[src/rtl/fifo_uart_tx.sv]
// fifo_uart_tx
// Drains a show-ahead-less FIFO into an 8N1-style serial line. One FIFO
// entry is popped per frame, and each frame is sent as a start bit, WIDTH
// data bits LSB first, and a stop bit. Each bit lasts PRESCALE clock cycles.
//
// Parameters
//   PRESCALE  clock cycles per serial bit (2..65535)
//   WIDTH     data bits per frame, matches the feeding FIFO width
//
// Ports
//   i_clock    single clock, rising-edge active
//   i_reset_n  synchronous active-low reset
//   i_empty    FIFO empty flag
//   o_read     FIFO pop strobe, combinational, only ever high in IDLE
//   i_rdata    FIFO read data, valid the cycle after o_read
//   o_tx       registered serial output, idle high
//   o_busy     high whenever a frame is being loaded or sent

module fifo_uart_tx #(
  parameter int PRESCALE = 16,
  parameter int WIDTH    = 8
) (
  input  logic             i_clock,
  input  logic             i_reset_n,
  input  logic             i_empty,
  output logic             o_read,
  input  logic [WIDTH-1:0] i_rdata,
  output logic             o_tx,
  output logic             o_busy
);

  localparam int CW = $clog2(PRESCALE);
  localparam int BW = $clog2(WIDTH + 1);

  localparam logic [CW-1:0] COUNT_LAST = CW'(PRESCALE - 1);
  localparam logic [BW-1:0] BIT_LAST   = BW'(WIDTH - 1);

  typedef enum logic [2:0] {
    IDLE,
    LOAD,
    START,
    DATA,
    STOP
  } state_t;

  state_t           state;
  logic [WIDTH-1:0] shreg;
  logic [CW-1:0]    count;
  logic [BW-1:0]    bit_idx;
  logic             bit_end;

  // The pop is gated by reset and empty so the FIFO is never read while
  // empty and never popped while the block is held in reset.
  assign o_read  = (state == IDLE) && i_reset_n && !i_empty;
  assign o_busy  = (state != IDLE);
  assign bit_end = (count == COUNT_LAST);

  // o_tx is loaded with the level of the state being entered, so the line
  // changes exactly on state and bit boundaries without any decode glitch.
  always_ff @(posedge i_clock) begin
    if (!i_reset_n) begin
      state   <= IDLE;
      o_tx    <= 1'b1;
      shreg   <= '0;
      count   <= '0;
      bit_idx <= '0;
    end else begin
      case (state)
        IDLE: begin
          o_tx <= 1'b1;
          if (o_read) begin
            state <= LOAD;
          end
        end

        // FIFO data arrives one cycle after the pop, so it is captured here.
        LOAD: begin
          shreg <= i_rdata;
          count <= '0;
          o_tx  <= 1'b0;
          state <= START;
        end

        START: begin
          if (bit_end) begin
            count   <= '0;
            bit_idx <= '0;
            o_tx    <= shreg[0];
            state   <= DATA;
          end else begin
            count <= count + 1'b1;
          end
        end

        // shreg[1] is the bit that becomes bit 0 after this shift.
        DATA: begin
          if (bit_end) begin
            count   <= '0;
            shreg   <= shreg >> 1;
            bit_idx <= bit_idx + 1'b1;
            if (bit_idx == BIT_LAST) begin
              o_tx  <= 1'b1;
              state <= STOP;
            end else begin
              o_tx <= shreg[1];
            end
          end else begin
            count <= count + 1'b1;
          end
        end

        STOP: begin
          o_tx <= 1'b1;
          if (bit_end) begin
            count <= '0;
            state <= IDLE;
          end else begin
            count <= count + 1'b1;
          end
        end

        default: begin
          o_tx  <= 1'b1;
          state <= IDLE;
        end
      endcase
    end
  end

endmodule

[config.mk]
export PLATFORM = sky130hd
export DESIGN_NAME = fifo_uart_tx
export DESIGN_NICKNAME = d
export VERILOG_FILES = /design/src/rtl/fifo_uart_tx.sv
export SDC_FILE = /design/constraint.sdc
export NUM_CORES = 1
export LEC_CHECK = 0
export ABC_AREA = 1
export BUFFER_PORTS_ARGS = -buffer_cell sky130_fd_sc_hd__buf_2
export CAP_MARGIN = 40
export CORE_MARGIN = 2
export CORE_UTILIZATION = 50
export CTS_CLUSTER_DIAMETER = 80
export DETAILED_ROUTE_END_ITERATION = 8
export GPL_TIMING_DRIVEN = 1
export PLACE_DENSITY_LB_ADDON = 0.08
export SLEW_MARGIN = 20
export SYNTH_ARGS = -nofsm -noshare
export SYNTH_HDL_FRONTEND = slang
export SYNTH_SLANG_ARGS = --single-unit
[constraint.sdc]
create_clock -name i_clock -period 1.35 [get_ports i_clock]
set_input_delay 0.2025 -clock i_clock [delete_from_list [all_inputs] [get_ports i_clock]]
set_output_delay 0.2025 -clock i_clock [all_outputs]
set_load 0.01 [all_outputs]
==> reports/summary.txt, run 1 <==
outcome: finished clean
Cell variety after synth: 28
GPL Wtd Cong: 0.8623
Max IR drop VDD: 1.177 mV
Detail Route Antenna Nets: 0
post-synthesis mux area share: 0
setup_tns: 0 ns
commonest cells after routing, fill and taps aside: nand2_1, nor2_1, dfxtp_1
Synth Area in Compound Gates: 0.1246
Synth area leader: dfxtp_1
register area: 412.9 um^2
Chip Width: 51.01 um
drt pass-1 iters: 4
largest net degree at the start of global routing: 15
flop and latch count out of synthesis: 20
initial antenna violation count: 0
row cnt: 17
XOR/XNOR share of the synthesized area: 0.007928
CTS tree: done
final worst slack: 0.02538 ns
GR Overflow Total: 0
post-route cell area: 1418 um^2
Routed wire per std cell: 11.50 um
all-layer global routing usage: 0.1989
# hold bufs at CTS: 0
vias in the first global route: 980
yosys warns: 0
DP Wirelength: 1.739 mm
area post-placement: 1217 um^2
Final setup viols: 0
period utilization: 0.9812
Starting Density: 0.5143
Synth top area share: 0.3624
# Max-Cap Violations: 0
layout cells sized above 1: 0.3564
Synth Flop Type: dfxtp_1
WS Path Type: flip-flop to flip-flop
pre-CTS WS: -0.08204 ns
TritonCTS buffer count: 3
final net count: 202
Final Non-Filler Cells: 216
most common cell after layout, fill and taps aside: nand2_1
# DRC: 0
critical path peak fanout: 7
die area: 2602 um^2
Syn Nets: 174
largest family of logic cells by synthesized area: simple AND/OR/NAND/NOR gates
Synth Area in Simple Gates: 0.3817
Hold Fails Final Rpt: 0
Synth Area in Adders: 0.02265
placed insts: 206
DRT iter0 DRCs: 29
Final min period: 1.325 ns
Worst Tran Pin Value: 0.3008 ns
I/O Buffers: 13
top cells by area, synth: dfxtp_1, nand2_1, nor2_1
Setup crit end kind: flip-flop
worst skew pair latency: 0.31 ns
Hold Path Class: input port to flip-flop
ys async rst share: 0
DRT Wirelength: 2.484 mm
Seq/Total Area, Yosys: 0.3624
syn_area_per_cell: 6.862 um^2
Static Leak: 0.6880 nW
Sink Count: 20
H-Tree Depth: 1
clock slew at reported path FFs: 0.11 ns
worst endpoint required time: 1.61 ns
clk_skew: 0.007944 ns
Mapped Cells: 161
Mapped Area: 1105 um^2
area occupied by multi-input gates: 666.9 um^2
Area growth syn-to-layout: 28.31%
type of origin of the critical path: flip-flop
Die H: 51.01 um
first-pass GRT wire length: 3.870 mm
core footprint: 2148 um^2
Total Power: 2.567 mW
Power Density: 1811 nW/um^2
RSZ-0062 raised after global routing: yes
Max Buffers Root-to-Sink: 2
f_max: 754.9 MHz
clock root buffer master: clkbuf_4
WP data arrival: 1.58 ns
ant diodes: 0
I/O pin cnt: 14
Rel. slew slack: 0.7987
fill cell count: 203
post-layout util: 0.6599
Post-synth EDFFs: 0
Max Slew Vio Count: 0
Hold WS: 0.1444 ns
vias per cell: 5.056
vias post-DR: 1,092
-- cell usage after synthesis (2+ instances only) --
cell / n
a21oi_1: 8
o21ai_0: 12
ha_1: 2
nand2_1: 42
inv_1: 14
inv_2: 5
nand2_4: 2
nand3_1: 9
dfxtp_1: 20
nor2_1: 26
nand2_2: 4
-- cell families after synthesis --
group / after synthesis
compound gates: 25
buf+inv: 22
simple gates: 91
flops: 20
fa+ha+maj: 2
xor+xnor: 1
-- flip-flops by register name (all words and copies together) (netlist names) --
signal,cells
bit_idx,4
state,3
o_tx,1
shreg,8
count,4
-- final cells by class --
class,instances,share of cell area
Sequential cell,20,0.2913
Timing Repair Buffer,26,0.1359
Clock buffer,4,0.02560
Inverter,19,0.05207
Tap cell,28,0.02471
Multi-Input combinational cell,119,0.4704
-- timing repair --
action / CTS / global route
setup buffers: 3 / 2
pin swaps: 1 / 5
gates resized for setup: 9 / 21
cloned: 0 / 1
endpoints found under the setup margin: 11 / 16
hold endpoints to repair: 0 / 0
-- power breakdown --
part           switching (mW)  internal, mW
logic                   0.763         0.571
registers               0.127         0.752
clock network           0.188         0.165
total                    1.08          1.49
-- layer usage --
metal | share of wire | global-route usage | wire length, um
met4 | 0.021 | 0.1261 | 52
met2 | 0.50 | 0.3355 | 1237
met3 | 0.038 | 0.04386 | 94
met5 | 0 | 0 | 0
met1 | 0.44 | 0.2253 | 1100
-- critical path, stage by stage, from the launching register on --
cell and delay, ns:
dfxtp_2 0.36, ha_4 0.16, nand2_2 0.07, inv_2 0.05, nand2_4 0.11, nor2_8 0.05
nor2_4 0.13, clkbuf_16 0.18, nand2_4 0.04, a21oi_2 0.11
-- final timing paths --
check | start | end | slack [ns] | cells after the start
min reg2reg | bit_idx[1] | bit_idx[1] | 0.49 | 2
min | i_reset_n | state[0] | 0.14 | 3
max reg2reg | count[1] | shreg[7] | 0.03 | 9
max | count[1] | shreg[7] | 0.03 | 9
Power figures use the tool's default switching activity.
==> inputs of run 2 (changes only) <==
- ABC_AREA: 1 -> not set
- RECOVER_POWER: not set -> 100
==> run 2 against run 1 <==
  * The run now ends with negative setup slack left
  * Die area shrank 0.41%
  * Cell area rose by 19%
  * Fmax is 20% lower
  * Via count increased by 7.1%
==> reports/summary.txt, run 2 <==
most common cell after layout, fill and taps aside: buf_4
Sink Count: 20
DRT iter0 DRCs: 25
Largest Register: shreg
Max Buffers Root-to-Sink: 2
CP bufs+invs: 3
Seq/Total Area, Yosys: 0.3641
Mapped Area: 1100 um^2
syn_area_per_cell: 9.015 um^2
worst endpoint required time: 1.15 ns
drt pass-1 iters: 7
top cells by area, synth: dfxtp_1, mux2i_1, o211a_1
GR Overflow Total: 0
TritonCTS buffer count: 3
commonest cells after routing, fill and taps aside: buf_4, nand2_1, dfxtp_1
vias per cell: 6.026
GPL Wtd Cong: 0.7983
Power Density: 1577 nW/um^2
Worst Tran Pin Value: 0.2889 ns
capture point of the worst path: o_read
core footprint: 2022 um^2
Syn Nets: 135
WS Path Type: flip-flop to primary output
ys async rst share: 0
hold depth: 3
final worst slack: -0.3088 ns
most common cell type on the critical path: buf_6
largest stage delay on the critical path: 0.35 ns
GR met1 Demand/Resource: 0.3186
ant diodes: 0
critical path peak fanout: 3
leading cell types by count after synthesis: dfxtp_1, nand2_1, mux2i_1, o211a_1, o21ai_0
DP Wirelength: 1.880 mm
Starting Density: 0.5439
vias in the first global route: 1,134
routing usage on met2: 0.4719
layout cells sized above 1: 0.4970
failing checks: negative setup slack
Combinational Power Share: 0.540
top-count cell post-synth: dfxtp_1
setup_tns: -3.217 ns
I/O Buffers: 13
Chip Width: 50.90 um
cell family with most CP delay: simple AND/OR/NAND/NOR gates
first-pass GRT wire length: 5.257 mm
initial antenna violation count: 0
clock network fraction of design power: 0.138
Max Slew Vio Count: 0
reg2reg setup slack: -0.30 ns
Rel. slew slack: 0.8070
CTS tree: done
reg2reg path depth: 5
Detail Route Antenna Nets: 0
die area: 2591 um^2
Internal: 1.670 mW
Final setup viols: 20
clock slew at reported path FFs: 0.12 ns
H-Tree Depth: 1
Mapped Cells: 122
largest net degree at the start of global routing: 22
Hold Path Class: input port to flip-flop
all-layer global routing usage: 0.2737
DRT Wirelength: 3.348 mm
Final min period: 1.659 ns
clock root buffer master: clkbuf_4
Die H: 50.90 um
# DRC: 0
CP startpoint: state[2]
GR peak layer: met2
Hold Fails Final Rpt: 0
Area growth syn-to-layout: 53.70%
reg2reg end: state[0]
outcome: finished, violations left
yosys warns: 0
Max IR drop VDD: 1.333 mV
final net count: 181
Static Leak: 0.7912 nW
worst skew pair latency: 0.32 ns
grt met3 use: 0.05848
Post-synth EDFFs: 0
Critical Path, Cell by Cell: buf_6 > or3_4 > buf_6 > nor2b_1 > buf_2
Sw Ratio: 0.3734
WP data arrival: 1.46 ns
clk_skew: 0.007648 ns
vias post-DR: 1,169
Worst path depth: 5
Slowest-stage cell, CP: dfxtp_2
f_max: 602.8 MHz
I/O pin cnt: 14
Top Registers: shreg (8), bit_idx (4), count (4)
# Max-Cap Violations: 0
period utilization: 1.229
row cnt: 16
sequential share of power: 0.322
Routed wire per std cell: 17.26 um
Total Power: 2.665 mW
max reg flops: 8
Synth area leader: dfxtp_1
Synth top area share: 0.3641
flop and latch count out of synthesis: 20
Synth Flop Type: dfxtp_1
Setup crit end kind: primary output
RSZ-0062 raised after global routing: yes
NetSw: 995.3 uW
Cell variety after synth: 44
type of origin of the critical path: flip-flop
reg2reg start: state[0]
run 2: changes by cell type after synthesis, moves of 4 or more:
cell      change
inv_1        -12
nand3_1       -5
mux2i_1       +8
o211a_1       +7
a21oi_1       -6
inv_2         -5
nand2_2       -4
a21boi_0      +4
nor2_1       -22
nand2_1      -27
o21ai_0       -6
run 2: final cells by class:
type	instances	area (um^2)
Sequential cell	20	407.9
Multi-Input combinational cell	92	799.5
Inverter	2	7.507
Fill cell	114	331.6
Timing Repair Buffer	49	405.4
Clock buffer	4	36.28
Tap cell	27	33.78
run 2: metal layers:
metal / wire, um / vias to the layer above / share of wire
li1: - / 540 / -
met1: 1383 / 563 / 0.41
met2: 1672 / 48 / 0.50
met3: 178 / 18 / 0.053
met4: 112 / 0 / 0.033
met5: 0 / - / 0
run 2: power groups by stage:
stage	combinational, mW	sequential [mW]	clock (mW)
after CTS	1.38	0.840	0.367
after detailed placement	1.04	0.848	0
after global placement	1.00	0.844	0
after global routing	1.54	0.871	0.391
final	1.44	0.859	0.368
after floorplan	0.670	0.838	0
run 2: cells by family after synthesis:
group           Yosys count  share of synthesized area
compound gates           36                     0.2548
fa+ha+maj                 3                    0.03185
buf+inv                  10                    0.04778
flops                    20                     0.3640
mux                       9                    0.08305
simple gates             44                     0.2184
run 2: repair_timing:
action,CTS,global route
hold endpoints to repair,0,0
gates cloned,1,1
hold buffers,0,0
resized for setup,26,14
endpoints found under the setup margin,14,22
pin swaps,6,5
buffers inserted,7,2
run 2: worst min path at each step:
stage | from | endpoint | slack, ns
2_1_floorplan | i_rdata[7] | shreg[7] | 0.35
3_3_place_gp | shreg[7] | shreg[7] | 0.46
3_5_place_dp | shreg[7] | shreg[7] | 0.46
4_1_cts | i_rdata[7] | shreg[7] | 0.15
5_1_grt | i_rdata[7] | shreg[7] | 0.13
6_report | i_rdata[7] | shreg[7] | 0.14
run 2: stage by stage:
stage	hold WS, ns	area, um^2	setup slack [ns]	instances	utilization
2_1_floorplan	0.3531	1161	-0.04274	122	-
3_3_place_gp	0.4565	1416	-0.1006	180	0.7005
3_5_place_dp	0.4640	1416	-0.1917	180	0.7005
4_1_cts	0.1500	1644	-0.2923	192	0.8131
5_1_grt	0.1316	1690	-0.3757	194	0.8360
6_report	0.1404	1690	-0.3088	194	0.8360
run 2: tightest hold or removal path, delay by kind of cell:
family / cells / cell delay, ns
simple gates: 1 / 0.06
buf+inv: 1 / 0.10
compound gates: 1 / 0.06
==> inputs of run 3 (changes only) <==
- CORE_UTILIZATION: 50 -> 35
- PLACE_DENSITY: not set -> 0.66
- PLACE_DENSITY_LB_ADDON: 0.08 -> not set
- REMOVE_ABC_BUFFERS: not set -> 1
==> run 3 against run 2 <==
  * The flow still finishes with violations (negative setup slack)
  * Setup slack got worse by 0.043 ns
  * Final cell count rose by 11%
  * Register-to-register slack got worse by 0.02 ns
  * Die area rose by 39%
  * Highest routed layer unchanged
==> reports/summary.txt, run 3 (synthesis results as in run 2) <==
CTS tree: done
Sink Count: 20
most common cell after layout, fill and taps aside: buf_4
outcome: finished, violations left
DRT Wirelength: 3.283 mm
row cnt: 20
Hold Fails Final Rpt: 0
# DRC: 0
# Max-Cap Violations: 0
ant diodes: 0
Combinational Power Share: 0.546
Chip Width: 60.06 um
sequential share of power: 0.338
Worst Tran Pin Value: 0.2678 ns
vias per cell: 5.377
Worst Hold Path EP: shreg[7]
Die H: 60.06 um
core footprint: 3028 um^2
Max Slew Vio Count: 0
CP startpoint: state[2]
commonest cells after routing, fill and taps aside: buf_4, dfxtp_1, buf_6
Static Leak: 0.7977 nW
vias in the first global route: 1,112
Max Buffers Root-to-Sink: 2
failing checks: negative setup slack
I/O pin cnt: 14
# hold bufs at CTS: 0
die area: 3607 um^2
RSZ-0062 raised after global routing: yes
TritonCTS buffer count: 3
vias post-DR: 1,156
Setup crit end kind: primary output
Internal: 1.584 mW
GR Overflow Total: 0
clock root buffer master: clkbuf_4
max reg flops: 8
f_max: 587.7 MHz
Final setup viols: 19
Final Non-Filler Cells: 215
largest net degree at the start of global routing: 22
WS Path Type: flip-flop to primary output
DP Wirelength: 1.944 mm
hold depth: 3
Power Density: 1472 nW/um^2
critical path peak fanout: 5
Max IR drop VDD: 0.6554 mV
first-pass GRT wire length: 5.016 mm
placed insts: 197
I/O Buffers: 13
Area growth syn-to-layout: 58.36%
Hold Path Class: input port to flip-flop
GPL Wtd Cong: 0.7995
Sw Ratio: 0.3821
clock network fraction of design power: 0.116
Detail Route Antenna Nets: 0
clk_skew: 0.001184 ns
Largest Register: shreg
all-layer global routing usage: 0.1845
layout cells sized above 1: 0.5673
Starting Density: 0.3632
min-delay src: i_rdata[7]
reg2reg path depth: 6
type of origin of the critical path: flip-flop
WP data arrival: 1.50 ns
Rel. slew slack: 0.8211
worst skew pair latency: 0.31 ns
reg2reg setup slack: -0.32 ns
reg2reg end: state[0]
Top Registers: shreg (8), bit_idx (4), count (4)
worst endpoint required time: 1.15 ns
reg2reg start: state[2]
area post-placement: 1383 um^2
post-route cell area: 1742 um^2
initial antenna violation count: 0
clock slew at reported path FFs: 0.11 ns
H-Tree Depth: 1
period utilization: 1.260
DRT iter0 DRCs: 25
Final min period: 1.701 ns
drt pass-1 iters: 4
NetSw: 979.7 uW
Routed wire per std cell: 15.27 um
final worst slack: -0.3514 ns
final net count: 186
setup_tns: -3.713 ns
-- run 3: cell count changes in the layout (fill, tap and decap cells not counted), sizes merged --
cell	before	now
buf	48	53
clkbuf	5	4
-- run 3: how the worst max path moves through the flow --
stage	endpoint
final	o_read
after CTS	o_read
after global routing	o_read
after floorplan	state[0]
after global placement	o_tx
after detailed placement	o_tx
-- run 3: final cells by class --
class,count,area [um^2]
clock buffer,3,22.52
tap,44,55.05
timing repair buffer,54,430.4
fill,271,1286
sequential,20,409.1
multi-input combinational,92,817.0
inverter,2,7.507
-- run 3: what timing repair did --
| action | 4_1_cts | 5_1_grt |
|---|---|---|
| resized for setup | 40 | 28 |
| setup buffers | 8 | 9 |
| cloned | 1 | 0 |
| setup endpoints to repair | 22 | 22 |
| pin swaps | 10 | 14 |
-- run 3: critical path, stage by stage, from the launching register on --
cell and delay (ns):
dfxtp_4 0.37, buf_6 0.12, or3_4 0.33, buf_6 0.14
nor2b_1 0.10, buf_2 0.13
-- run 3: power groups by stage --
stage	sequential [mW]	clock (mW)	combinational [mW]
4_1_cts	0.852	0.299	1.37
2_1_floorplan	0.878	0	0.499
6_report	0.867	0.298	1.40
3_5_place_dp	0.854	0	1.00
3_3_place_gp	0.849	0	0.969
5_1_grt	0.884	0.325	1.50
-- run 3: layer usage --
| layer | wire length, um | global-route usage | share of wire |
|---|---|---|---|
| met2 | 1674 | 0.3168 | 0.51 |
| met5 | 0 | 0 | 0 |
| met1 | 1442 | 0.2305 | 0.44 |
| met4 | 52 | 0.07302 | 0.016 |
| met3 | 114 | 0.02597 | 0.035 |
-- run 3: per-stage QoR --
stage          power, mW  worst slack, ns  utilization  hold WS, ns
5_1_grt            2.710          -0.3929       0.5752       0.1344
6_report           2.564          -0.3514       0.5752       0.1415
4_1_cts            2.523          -0.3410       0.5388       0.1396
3_3_place_gp       1.818          -0.1262       0.4566       0.4580
2_1_floorplan      1.377          -0.3182            -       0.2825
3_5_place_dp       1.855          -0.1715       0.4566       0.4628
